===== config.mk =====
export PLATFORM = sky130hd
export DESIGN_NAME = mprj_serial_divider_flat
export DESIGN_NICKNAME = d
export VERILOG_FILES = /design/src/rtl/mprj_div_pkg.sv /design/src/rtl/mprj_serial_divider_if.sv /design/src/rtl/mprj_div_step.sv /design/src/rtl/mprj_serial_divider.sv /design/src/flat_wrapper.sv
export SDC_FILE = /design/constraint.sdc
export NUM_CORES = 1
export LEC_CHECK = 0
export CORE_MARGIN = 1
export CORE_UTILIZATION = 58
export CTS_CLUSTER_DIAMETER = 60
export DETAILED_ROUTE_END_ITERATION = 7
export PLACE_DENSITY_LB_ADDON = 0.05
export SLEW_MARGIN = 20
export SYNTH_ARGS = -nofsm -noshare
export SYNTH_HDL_FRONTEND = slang
export SYNTH_SLANG_ARGS = --single-unit

===== constraint.sdc =====
create_clock -name wb_clk_i -period 5.3 [get_ports wb_clk_i]
set_clock_uncertainty 0.15 [all_clocks]
set_input_delay 0.53 -clock wb_clk_i [delete_from_list [all_inputs] [get_ports wb_clk_i]]
set_output_delay 0.53 -clock wb_clk_i [all_outputs]
set_load 0.1 [all_outputs]

===== src/rtl/mprj_div_pkg.sv =====
// Shared types and constants for the serial divider and its firmware smoke test.
package mprj_div_pkg;

  typedef enum logic [1:0] {
    IDLE = 2'd0,
    CALC = 2'd1,
    DONE = 2'd2
  } div_state_e;

  localparam int DIV_WIDTH_DEFAULT = 32;

  // Status codes posted on mprj_io[31:16]; firmware headers use the same values.
  localparam logic [15:0] SMOKE_START = 16'hAB60;
  localparam logic [15:0] SMOKE_PASS  = 16'hAB61;

endpackage


===== src/rtl/mprj_serial_divider_if.sv =====
// Request/response handshake bundle between the Wishbone register slave and the divider.
interface mprj_serial_divider_if #(
  parameter int WIDTH = mprj_div_pkg::DIV_WIDTH_DEFAULT
);
  logic             in_valid;
  logic             in_ready;
  logic [WIDTH-1:0] in_dividend;
  logic [WIDTH-1:0] in_divisor;
  logic             in_signed;
  logic             out_valid;
  logic             out_ready;
  logic [WIDTH-1:0] out_quotient;
  logic [WIDTH-1:0] out_remainder;
  logic             out_div_by_zero;
  logic             busy;

  modport slave (
    input  in_valid, in_dividend, in_divisor, in_signed, out_ready,
    output in_ready, out_valid, out_quotient, out_remainder, out_div_by_zero, busy
  );

  modport master (
    output in_valid, in_dividend, in_divisor, in_signed, out_ready,
    input  in_ready, out_valid, out_quotient, out_remainder, out_div_by_zero, busy
  );
endinterface


===== src/rtl/mprj_div_step.sv =====
// One restoring-division iteration: shift {rem, quo} left, trial-subtract divisor.
module mprj_div_step #(
  parameter int WIDTH = 32
) (
  input  logic [WIDTH:0]   rem_i,
  input  logic [WIDTH-1:0] quo_i,
  input  logic [WIDTH-1:0] dvs_i,
  output logic [WIDTH:0]   rem_o,
  output logic [WIDTH-1:0] quo_o
);

  localparam int RW = WIDTH + 1;

  logic [WIDTH+1:0] shifted;
  logic [WIDTH+1:0] dvs_ext;
  logic             ge;

  // Keep the difference when it is non-negative, otherwise restore the shifted value.
  always_comb begin
    shifted = {rem_i, quo_i[WIDTH-1]};
    dvs_ext = {2'b00, dvs_i};
    ge      = (shifted >= dvs_ext);
    rem_o   = ge ? RW'(shifted - dvs_ext) : RW'(shifted);
    quo_o   = {quo_i[WIDTH-2:0], ge};
  end

endmodule


===== src/rtl/mprj_serial_divider.sv =====
// Multi-cycle radix-2 restoring divider, signed or unsigned, one operation at a time.
//
// state | meaning
// IDLE  | waiting for a request, in_ready high
// CALC  | WIDTH shift/subtract iterations on operand magnitudes
// DONE  | result held on the outputs until out_ready
module mprj_serial_divider
  import mprj_div_pkg::*;
#(
  parameter int WIDTH = DIV_WIDTH_DEFAULT
) (
  input logic                  wb_clk_i,
  input logic                  wb_rst_ni,
  mprj_serial_divider_if.slave div
);

  localparam int CNT_W = $clog2(WIDTH + 1);
  localparam logic [WIDTH-1:0] MIN_VAL = {1'b1, {(WIDTH-1){1'b0}}};

  div_state_e       state_q, state_d;
  logic [WIDTH:0]   rem_q, rem_d;
  logic [WIDTH-1:0] quo_q, quo_d;
  logic [WIDTH-1:0] dvs_q, dvs_d;
  logic [CNT_W-1:0] cnt_q, cnt_d;
  logic             q_neg_q, q_neg_d;
  logic             r_neg_q, r_neg_d;
  logic [WIDTH-1:0] res_quo_q, res_quo_d;
  logic [WIDTH-1:0] res_rem_q, res_rem_d;
  logic             res_dbz_q, res_dbz_d;

  logic [WIDTH:0]   rem_step;
  logic [WIDTH-1:0] quo_step;
  logic             dvd_neg, dvs_neg;
  logic [WIDTH-1:0] dvd_mag, dvs_mag;

  mprj_div_step #(.WIDTH(WIDTH)) u_step (
    .rem_i (rem_q),
    .quo_i (quo_q),
    .dvs_i (dvs_q),
    .rem_o (rem_step),
    .quo_o (quo_step)
  );

  assign div.in_ready        = (state_q == IDLE);
  assign div.out_valid       = (state_q == DONE);
  assign div.busy            = (state_q != IDLE);
  assign div.out_quotient    = res_quo_q;
  assign div.out_remainder   = res_rem_q;
  assign div.out_div_by_zero = res_dbz_q;

  // Operand magnitudes; unsigned mode treats the MSB as ordinary magnitude.
  always_comb begin
    dvd_neg = div.in_signed & div.in_dividend[WIDTH-1];
    dvs_neg = div.in_signed & div.in_divisor[WIDTH-1];
    dvd_mag = dvd_neg ? (~div.in_dividend + 1'b1) : div.in_dividend;
    dvs_mag = dvs_neg ? (~div.in_divisor + 1'b1) : div.in_divisor;
  end

  // Next-state and datapath update; special cases bypass CALC entirely.
  always_comb begin
    state_d   = state_q;
    rem_d     = rem_q;
    quo_d     = quo_q;
    dvs_d     = dvs_q;
    cnt_d     = cnt_q;
    q_neg_d   = q_neg_q;
    r_neg_d   = r_neg_q;
    res_quo_d = res_quo_q;
    res_rem_d = res_rem_q;
    res_dbz_d = res_dbz_q;

    case (state_q)
      IDLE: begin
        if (div.in_valid) begin
          if (div.in_divisor == '0) begin
            state_d   = DONE;
            res_quo_d = '1;
            res_rem_d = div.in_dividend;
            res_dbz_d = 1'b1;
          end else if (div.in_signed && (div.in_dividend == MIN_VAL) &&
                       (div.in_divisor == '1)) begin
            state_d   = DONE;
            res_quo_d = MIN_VAL;
            res_rem_d = '0;
            res_dbz_d = 1'b0;
          end else begin
            state_d = CALC;
            rem_d   = '0;
            quo_d   = dvd_mag;
            dvs_d   = dvs_mag;
            cnt_d   = CNT_W'(WIDTH);
            q_neg_d = dvd_neg ^ dvs_neg;
            r_neg_d = dvd_neg;
          end
        end
      end
      CALC: begin
        rem_d = rem_step;
        quo_d = quo_step;
        cnt_d = cnt_q - CNT_W'(1);
        if (cnt_q == CNT_W'(1)) begin
          state_d   = DONE;
          res_quo_d = q_neg_q ? (~quo_step + 1'b1) : quo_step;
          res_rem_d = r_neg_q ? (~rem_step[WIDTH-1:0] + 1'b1) : rem_step[WIDTH-1:0];
          res_dbz_d = 1'b0;
        end
      end
      DONE: begin
        if (div.out_ready) begin
          state_d = IDLE;
        end
      end
      default: state_d = IDLE;
    endcase
  end

  // All state and result registers; reset clears everything immediately.
  always_ff @(posedge wb_clk_i or negedge wb_rst_ni) begin
    if (!wb_rst_ni) begin
      state_q   <= IDLE;
      rem_q     <= '0;
      quo_q     <= '0;
      dvs_q     <= '0;
      cnt_q     <= '0;
      q_neg_q   <= 1'b0;
      r_neg_q   <= 1'b0;
      res_quo_q <= '0;
      res_rem_q <= '0;
      res_dbz_q <= 1'b0;
    end else begin
      state_q   <= state_d;
      rem_q     <= rem_d;
      quo_q     <= quo_d;
      dvs_q     <= dvs_d;
      cnt_q     <= cnt_d;
      q_neg_q   <= q_neg_d;
      r_neg_q   <= r_neg_d;
      res_quo_q <= res_quo_d;
      res_rem_q <= res_rem_d;
      res_dbz_q <= res_dbz_d;
    end
  end

endmodule


===== src/flat_wrapper.sv =====
// flat-port wrapper written by rule: the top's interface ports become plain ports
module mprj_serial_divider_flat import mprj_div_pkg::*;
#(
  parameter int WIDTH = DIV_WIDTH_DEFAULT
)
  (wb_clk_i, wb_rst_ni, div_in_valid, div_in_dividend, div_in_divisor, div_in_signed, div_out_ready, div_in_ready, div_out_valid, div_out_quotient, div_out_remainder, div_out_div_by_zero, div_busy);
  mprj_serial_divider_if #(.WIDTH(WIDTH)) div_i ();
  input logic wb_clk_i;
  input logic wb_rst_ni;
  input wire logic [$bits(div_i.in_valid)-1:0] div_in_valid;
  input wire logic [$bits(div_i.in_dividend)-1:0] div_in_dividend;
  input wire logic [$bits(div_i.in_divisor)-1:0] div_in_divisor;
  input wire logic [$bits(div_i.in_signed)-1:0] div_in_signed;
  input wire logic [$bits(div_i.out_ready)-1:0] div_out_ready;
  output wire logic [$bits(div_i.in_ready)-1:0] div_in_ready;
  output wire logic [$bits(div_i.out_valid)-1:0] div_out_valid;
  output wire logic [$bits(div_i.out_quotient)-1:0] div_out_quotient;
  output wire logic [$bits(div_i.out_remainder)-1:0] div_out_remainder;
  output wire logic [$bits(div_i.out_div_by_zero)-1:0] div_out_div_by_zero;
  output wire logic [$bits(div_i.busy)-1:0] div_busy;
  assign div_i.in_valid = div_in_valid;
  assign div_i.in_dividend = div_in_dividend;
  assign div_i.in_divisor = div_in_divisor;
  assign div_i.in_signed = div_in_signed;
  assign div_i.out_ready = div_out_ready;
  assign div_in_ready = div_i.in_ready;
  assign div_out_valid = div_i.out_valid;
  assign div_out_quotient = div_i.out_quotient;
  assign div_out_remainder = div_i.out_remainder;
  assign div_out_div_by_zero = div_i.out_div_by_zero;
  assign div_busy = div_i.busy;
  mprj_serial_divider #(.WIDTH(WIDTH)) u_core (.wb_clk_i(wb_clk_i), .wb_rst_ni(wb_rst_ni), .div(div_i));
endmodule

Word-level counts from Yosys, hierarchy flattened
Index checks and enable logic that the tools add are counted.
{ "totals": {"wordCells": 85, "out_inout_bits": 68, "input_bits": 69, "reg_bits": 172} }
{ "classes": {"n_eq_ne": 11, "n_addsub": 6, "bitwise": 9, "magnitude_cmp": 1, "n_mux": 38, "n_reduce_logical": 10} }
{ "ops": {"columns": ["cell", "count"], "rows": [
  ["2-to-1 mux 32 bit", 15],
  ["case mux 32 bit (2 select lines)", 3],
  ["2-to-1 mux 33 bit", 4],
  ["adder 32 x 1 -> 32 bit (second input constant)", 4],
  ["inverter 32 bit", 4],
  ["case mux 33 bit (2 select lines)", 1],
  ["equality test 32 bit (second input constant)", 2],
  ["greater-or-equal comparator 34 x 32 -> 1 bit", 1],
  ["subtractor 33 x 32 -> 33 bit", 1],
  ["logical NOT 32 bit", 1],
  ["2-to-1 mux 6 bit", 3],
  ["case mux 6 bit (2 select lines)", 1],
  ["AND reduction 4 bit", 3],
  ["2-to-1 mux 2 bit", 5],
  ["!= test 2 bit (second input constant)", 4],
  ["equality test 6 x 1 -> 1 bit (second input constant)", 1],
  ["case mux 2 bit (3 select lines)", 1],
  ["subtractor 6 x 1 -> 6 bit (second input constant)", 1],
  ["2-to-1 mux 1 bit", 4],
  ["nonzero test 2 bit", 2],
  ["!= test 3 x 1 -> 1 bit (second input constant)", 1],
  ["AND reduction 3 bit", 1],
  ["AND 1 bit", 2],
  ["equality test 2 x 1 -> 1 bit (second input constant)", 1],
  ["7 further kinds", 9]
]} }

Depth between registers and ports, before layout
Gate-level depths: netlist of the first run.
{ "depth": {"depth_word": 7, "depth_mapped": 21, "ltp_nobuf": 17} }

Cells and area by module
From an unflattened synthesis of the first run, not the netlist that was laid out.
{ "unflattened": {"cells_unflattened": 1448, "area_unflattened_um2": 12866.1} }
{ "by_module_without_submodules": {"columns": ["mod", "area_per_inst_um2", "n_inst", "seq_area_each_um2", "cells_each"], "rows": [
  ["mprj_serial_divider", 10283.6, 1, 4304.1, 1084],
  ["mprj_div_step", 2582.5, 1, 0.0, 364]
]} }

Worst setup path after synthesis of the first run
No wires, ideal clock.
{ "synth_timing": {"path_type": "reg2reg", "startpoint": "register u_core.quo_q[31]", "endpoint": "register u_core.res_rem_q[30] (netlist: u_core.div.out_remainder[30])", "synth_period_minus_slack_ps": 4683, "path_slack_ps": 617, "stages_incl_launch_ff": 22, "arrival_time_ps": 4392, "setup_time_ps": 140, "path_cell_list": "dfrtp_1 inv_1 ha_1 inv_1 fa_1 a211oi_1 o21ai_0 nand4_1 a31oi_4 or2_1 buf_6 inv_4 buf_2 buf_1 buf_2 mux2i_1 ha_1 nand3_1 nor4_1 nand3_1 nand4_1 o211ai_1"} }
{ "synth_via": {"elab_chain_len": 7} }
{ "synth_lines": {"columns": ["item", "line_no", "rtl"], "rows": [
  ["from (decl)", "mprj_serial_divider.sv:22", "logic [WIDTH-1:0] quo_q, quo_d;"],
  ["from (signal assigned)", "mprj_serial_divider.sv:133", "quo_q <= quo_d;"],
  ["subtractor 33 x 32 -> 33 bit or greater-or-equal comparator 34 x 32 -> 1 bit (tied branches)", "mprj_div_step.sv:23, mprj_div_step.sv:22", null],
  ["2-to-1 mux 33 bit (*)", "mprj_div_step.sv:23", "rem_o = ge ? RW'(shifted - dvs_ext) : RW'(shifted);"],
  ["inverter 32 bit", "mprj_serial_divider.sv:104", "res_rem_d = r_neg_q ? (~rem_step[WIDTH-1:0] + 1'b1) : rem_step[WIDTH-1:0];"],
  ["adder 32 x 1 -> 32 bit", "mprj_serial_divider.sv:104", null],
  ["2-to-1 mux 32 bit (*)", "mprj_serial_divider.sv:104", null],
  ["2-to-1 mux 32 bit (*)", "mprj_serial_divider.sv:101", "if (cnt_q == CNT_W'(1)) begin"],
  ["case mux 32 bit (2 select lines) (*)", "mprj_serial_divider.sv:72", "case (state_q)"],
  ["to (signal assigned)", "mprj_serial_divider.sv:139", "res_rem_q <= res_rem_d;"],
  ["to (decl)", "mprj_serial_divider.sv:28", "logic [WIDTH-1:0] res_rem_q, res_rem_d;"]
]} }
Mark *: on every way between the ends. The rest lies on a longest branch, timed or not. The select of a mux whose other input is x is not followed.
A chain may end at the register's enable or synchronous reset.

Worst setup path in the final report of the first run
{ "layout_timing": {"startpoint": "register u_core.quo_q[31]", "endpoint": "register u_core.res_quo_q[28] (netlist: u_core.div.out_quotient[28])"} }
{ "layout_via": {"elab_chain_len": 6} }
{ "layout_lines": {"columns": ["item", "line_no", "rtl"], "rows": [
  ["greater-or-equal comparator 34 x 32 -> 1 bit", "mprj_div_step.sv:22", "ge = (shifted >= dvs_ext);"],
  ["inverter 32 bit", "mprj_serial_divider.sv:103", "res_quo_d = q_neg_q ? (~quo_step + 1'b1) : quo_step;"],
  ["adder 32 x 1 -> 32 bit", "mprj_serial_divider.sv:103", null],
  ["2-to-1 mux 32 bit", "mprj_serial_divider.sv:103", null],
  ["2-to-1 mux 32 bit", "mprj_serial_divider.sv:101", null],
  ["case mux 32 bit (2 select lines)", "mprj_serial_divider.sv:72", null],
  ["to (signal assigned)", "mprj_serial_divider.sv:138", "res_quo_q <= res_quo_d;"],
  ["to (decl)", "mprj_serial_divider.sv:27", "logic [WIDTH-1:0] res_quo_q, res_quo_d;"]
]} }
No other way between the ends. The select of a mux whose other input is x is not followed.

==> results.toml, run 1 <==
[setup_path]
r2r_start = "u_core.quo_q[31]"
crit_start = "u_core.quo_q[31]"
path_class = "reg2reg"
critPathCaptureType = "register"
cp_max_fo = 20
crit_arrival_ns = 4.85
ff2ff_path_depth = 18
start_kind = "register"
critPathRequiredTime_ns = 5.52

[cts]
tritoncts = "built"
cts_buffers = 17
cts-root-buf = "clkbuf_16"
clockBufferDepth = 2
insertion_delay_ns = 0.45
hold_buffers = 1
cts_setup_buffers = 0
clock-sinks = 172
clkSlewWorstSetupHoldPaths_ns = 0.08
h-tree-depth = 4
post_cts_resized = 0

[finish]
drive_gt1_share_pct = 4.92
area_delta_synth_final_pct = 17.7
fin_nets = 1761
num_antenna_cells = 0
fill_cells = 1805

[global_route]
grt.total_usage_pct = 36.4
gr-total-overflow = 0
grt_pass1_vias = 11400
grt_max_degree = 77
grt_pass1_wl_um = 61700
grt_antenna_before_repair = 0

[sta]
tns_ns = 0
slew_headroom_pct = 26.3
hold_viol = 0
min_period_ns = 4.63
fmaxAchievable_mhz = 216
maxSlewViolCount = 0
setup_viol = 0
finalCritPeriodShare_pct = 87.4
worstMarginPinSlew_ns = 1.10
rsz0062_at_grt = "false"

[route]
vias_per_cell = 6.34
dr.pass1.iters = 5
wirelength_um = 39200
ant_nets = 0
routedWlPerCell_um = 20.2
via_count = 12300
initialDrtViolationCount = 1030
route.detailed.drc = 0

[synth]
synth_edf_count = 0
postSynthCellCount = 1563
syn_area_sq_um = 12400
synth_flop_cell = "dfrtp_1"
synth_cell_types = 76
synth.most_common_cell = "nand2_1"
synth_xor_area_share_pct = 9.70
synth_fp_nets = 1672
synth_top_cell_area_share_pct = 34.8
synthSimpleGateAreaFrac_pct = 19.5
ys_ff_latch = 172
synthMuxAreaShare_pct = 1.64
synth_seq_area_share_pct = 34.8
synth_top_family_by_area = "compound AO/OA/AOI/OAI gates"
ys_top_cells_by_count = "208 x nand2_1, 200 x o21ai_0, 172 x dfrtp_1"
synth_compound_area_share_pct = 25.3
synthTopCellsByArea = "dfrtp_1 35%, o21ai_0 8.1%, nand2_1 6.3%"
async_flop_share_pct = 100
ys_warn_count = 0
avgSynthCellArea_sq_um = 7.91
synth_top_cell_by_area = "dfrtp_1"
synth-adder-area-share_pct = 4.11

[die]
die_y_um = 148
pin_count = 137
fp-row-count = 53
die-area_sq_um = 21900
start_util_pct = 59.0
fp.coreArea_sq_um = 21000
fp.dieW_um = 148

[placement]
buffer_ports.inserted = 136
post-dp-hpwl_um = 29800
place_congestion = 1.03

[job]
drv_cap = 0

[run_status]
outcome = "finished clean"

[worst_hold_path]
hold_class = "reg2reg"
min_from = "u_core.div.out_div_by_zero"
hold_depth = 2
## area by class of cell
class	count	area (sq um)	area share [%]
clock inverter	15	219	1.50
clock buffer	17	425	2.92
inverter	66	250	1.72
tap	275	344	2.36
timing repair buffer	160	1550	10.6
sequential	172	4300	29.6
multi-input combinational	1235	7470	51.3
## stage by stage
step	hold WS [ns]	setup slack, ns	util, %	cell area, sq um	std cells
2_1_floorplan	0.0844	0.617	-	12400	1563
3_5_place_dp	0.313	0.531	66.4	13900	1907
6_report	0.331	0.666	69.5	14600	1940
3_3_place_gp	0.312	0.770	66.4	13900	1907
5_1_grt	0.349	0.307	69.5	14600	1940
4_1_cts	0.336	0.712	69.5	14600	1940
## layer usage
| metal | vias up | global-route usage (%) | share of wire [%] | routed length (um) |
|---|---|---|---|---|
| met5 | - | 0 | 0 | 0 |
| met4 | 0 | 18.1 | 5.3 | 2060 |
| met3 | 121 | 4.94 | 6.7 | 2630 |
| met2 | 563 | 61.5 | 48 | 18900 |
| met1 | 5844 | 45.6 | 40 | 15700 |
| li1 | 5778 | - | - | - |
## sequential cells by signal (all words and copies together) (netlist names)
| register | count |
|---|---|
| u_core.div.out_div_by_zero | 1 |
| u_core.cnt_q | 6 |
| u_core.rem_q | 33 |
| u_core.div.out_quotient | 32 |
| u_core.quo_q | 32 |
| u_core.state_q | 2 |
| u_core.dvs_q | 32 |
| u_core.r_neg_q | 1 |
| u_core.div.out_remainder | 32 |
| u_core.q_neg_q | 1 |
## layout by cell type, fill, tap and decap left out, types with 11 or more instances in the layout
cell	netlist	routed
xnor2_1	87	87
a31oi_1	23	23
a21oi_1	131	131
o21ai_1	11	11
inv_1	65	65
a211oi_1	16	16
nor4_1	22	22
o41ai_1	11	11
nor3_1	34	33
nand3_1	17	17
clkdlybuf4s50_1	0	135
ha_1	39	39
clkbuf_16	0	17
or3_1	18	17
nor2_1	139	137
or4_1	12	12
nand4_1	18	18
dfrtp_1	172	172
o21ai_0	200	200
nand2_1	208	208
buf_4	1	23
xor2_1	50	50
a22oi_1	19	19
mux2i_1	18	18
o211ai_1	14	14
o31ai_1	18	18
a21o_1	11	11
and3_1	14	14
## worst paths after layout
kind | to | slack (ns)
max reg2reg | u_core.div.out_quotient[28] | 0.67
min | u_core.div.out_div_by_zero | 0.33
max in group asynchronous | u_core.div.out_quotient[0] | 3.29
max | u_core.div.out_quotient[28] | 0.67
min in group asynchronous | u_core.cnt_q[0] | 0.51
min reg2reg | u_core.div.out_div_by_zero | 0.33
## logic make-up (layout without fill, tap and decap cells)
| logic type | count (synthesis) | in the layout |
|---|---|---|
| xor+xnor | 137 | 137 |
| buf+inv | 156 | 258 |
| compound gates | 515 | 515 |
| mux | 20 | 20 |
| flops | 172 | 172 |
| fa+ha+maj | 40 | 40 |
| simple gates | 523 | 523 |
## critical path: stages, from the launching register on
cell and delay, ns:
dfrtp_1 0.45, inv_1 0.08, ha_1 0.16, inv_1 0.06, fa_1 0.41, a211oi_1 0.26
buf_4 0.18, o21ai_0 0.15, nand4_1 0.22, a31oi_4 0.14, or2_2 0.41, inv_4 0.26
ha_1 0.27, nand3_1 0.19, or3_1 0.48, o31ai_1 0.26, xnor2_1 0.19, nand2_1 0.09
a21oi_1 0.14
Power of run 1 is left out: the tool's default activity adds up to more than one toggle a clock period on the data nets, which glitch-free logic cannot reach.
==> run 2: changes to the inputs <==
Settings changed: CORE_UTILIZATION 58 to 52.
Clock period 5.3 ns to 3.9 ns, I/O delays scaled along.
==> run 2 against run 1 <==
Net effect: the flow now finishes with violations (setup timing); register-to-register slack got worse by 0.68 ns; sequential share of layout area decreased by 4.2 points; utilization increased by 3.2 points; final cell count increased by 14%; critical path depth decreased by 1; global-route usage decreased by 2.2 points; worst hold slack got worse by 0.020 ns; non-clock buffer count increased by 236; first-iteration DRC count decreased by 15%; highest routed layer unchanged.
==> results.toml, run 2 (synthesis results as in run 1) <==
[finish]
fin_nets = 1997
area_delta_synth_final_pct = 37.4
area.sequential_sq_um = 4310
fill_cells = 1882
largest_reg_flops = 33
num_antenna_cells = 0
multi_input_area_sq_um = 7990
final_cell_mix = "246 x buf_4, 208 x nand2_1, 182 x o21ai_0, 170 x dfrtp_1, 136 x nor2_1"
final_common_cell = "buf_4"
drive_gt1_share_pct = 20.6
fin_area_sq_um = 17000
top_register = "u_core.rem_q"

[placement]
placed_cell_area_sq_um = 15700
buffer_ports.inserted = 136
place_congestion = 0.958
post-place-ws_ns = -0.193
post-dp-hpwl_um = 32000

[sta]
slew_headroom_pct = 26.8
worstMarginPinSlew_ns = 1.10
rsz0062_at_grt = "true"
hold_viol = 0
min_period_ns = 3.91
fin_ws_ns = -0.0141
maxSlewViolCount = 0
fmaxAchievable_mhz = 255
finalCritPeriodShare_pct = 100
setup_viol = 1

[run_status]
outcome = "finished with violations"
failed_checks = "setup timing"

[job]
drv_cap = 0

[global_route]
gr-total-overflow = 0
grt.total_usage_pct = 34.2
grt_max_degree = 86
grt_pass1_wl_um = 64200
grt_antenna_before_repair = 0
grt_pass1_vias = 12000

[die]
pin_count = 137
fp.coreArea_sq_um = 23400
fp.dieW_um = 156
start_util_pct = 52.9
die_y_um = 156
die-area_sq_um = 24400
fp-row-count = 56

[setup_path]
path_cells = "inv_1 -> ha_2 -> inv_2 -> fa_2 -> a211oi_4 -> buf_6 -> o211ai_1 -> a21oi_1 -> buf_4 -> o21bai_4 -> xor2_2 -> o41ai_4 -> nand2_1 -> nor4_4 -> or3_1 -> a21oi_1 -> a221o_1"
slowest_delay_ns = 0.41
crit_arrival_ns = 4.09
regToRegSetupSlack_ns = -0.01
path_class = "reg2reg"
critPathCaptureType = "register"
critPathRequiredTime_ns = 4.08
cp_max_fo = 4
start_kind = "register"
cp_slowest_cell = "dfrtp_1"
crit_top_cell = "a21oi_1"

[route]
wirelength_um = 41800
ant_nets = 0
route.detailed.drc = 0
dr.pass1.iters = 7
initialDrtViolationCount = 871
via_count = 13000
vias_per_cell = 5.85
routedWlPerCell_um = 18.8

[cts]
tritoncts = "built"
h-tree-depth = 4
clock-sinks = 172
clockBufferDepth = 2
insertion_delay_ns = 0.45
cts-root-buf = "clkbuf_16"
cts_buffers = 17
clkSlewWorstSetupHoldPaths_ns = 0.08

[worst_hold_path]
hold_class = "in2async"
[run 2: cell count changes in the layout (fill, tap and decap cells not counted), sizes merged]
cell / before / now
buf: 24 / 260
clkinvlp: 0 / 2
bufinv: 2 / 0
inv: 75 / 72
clkinv: 4 / 7
[run 2: per-stage QoR]
stage                     setup TNS (ns)  util (%)  hold WS, ns  cells
after global routing               -2.13      72.6        0.354   2220
after CTS                              0      70.4        0.335   2204
after detailed placement           -1.48      67.3        0.243   2167
final                            -0.0141      72.6        0.311   2220
after global placement            -0.297      67.3        0.243   2167
after floorplan                   -0.348         -      -0.0556   1563
[run 2: cell type report]
cell class              count  share of cell area (%)
inverters                  66                    1.50
well taps                 319                    2.35
multi-input cells        1235                    47.0
repair buffers            396                    20.2
clock buffers              17                    2.50
clock inverters            15                    1.13
flip-flops and latches    172                    25.3
[run 2: final timing paths]
| path | cells after the start | start | to |
|---|---|---|---|
| max in group asynchronous | 3 | wb_rst_ni | u_core.dvs_q[26] |
| setup reg to reg | 17 | u_core.quo_q[31] | u_core.div.out_remainder[27] |
| min in group wb_clk_i | 2 | u_core.div.out_remainder[0] | u_core.div.out_remainder[0] |
| hold reg to reg | 2 | u_core.div.out_remainder[0] | u_core.div.out_remainder[0] |
| setup / recovery | 17 | u_core.quo_q[31] | u_core.div.out_remainder[27] |
| hold / removal | 2 | wb_rst_ni | u_core.quo_q[4] |
[run 2: timing repair]
item / CTS / global route
resized for setup: 16 / 86
pin swaps: 5 / 41
hold buffers: 1 / 0
gates cloned: 0 / 0
setup endpoints to repair: 23 / 32
buffers inserted: 4 / 17
endpoints found under the hold margin: 51 / 0
[run 2: worst max-delay path: cells and delay by family, from the launching register on]
kind,cells,cell delay (ns)
compound gates,7,1.38
simple gates,3,0.67
buf+inv,4,0.41
fa+ha+maj,2,0.57
flops,1,0.41
xor+xnor,1,0.21
[run 2: layer usage]
layer	up-vias	part of all wire (%)	global-route usage, %	wire [um]
li1	6237	-	-	-
met1	6226	42	43.7	17500
met2	456	50	58.9	20700
met3	59	6.2	5.10	2570
met4	0	2.5	11.7	1040
met5	-	0	0	0
Power of run 2 is left out for the same reason.
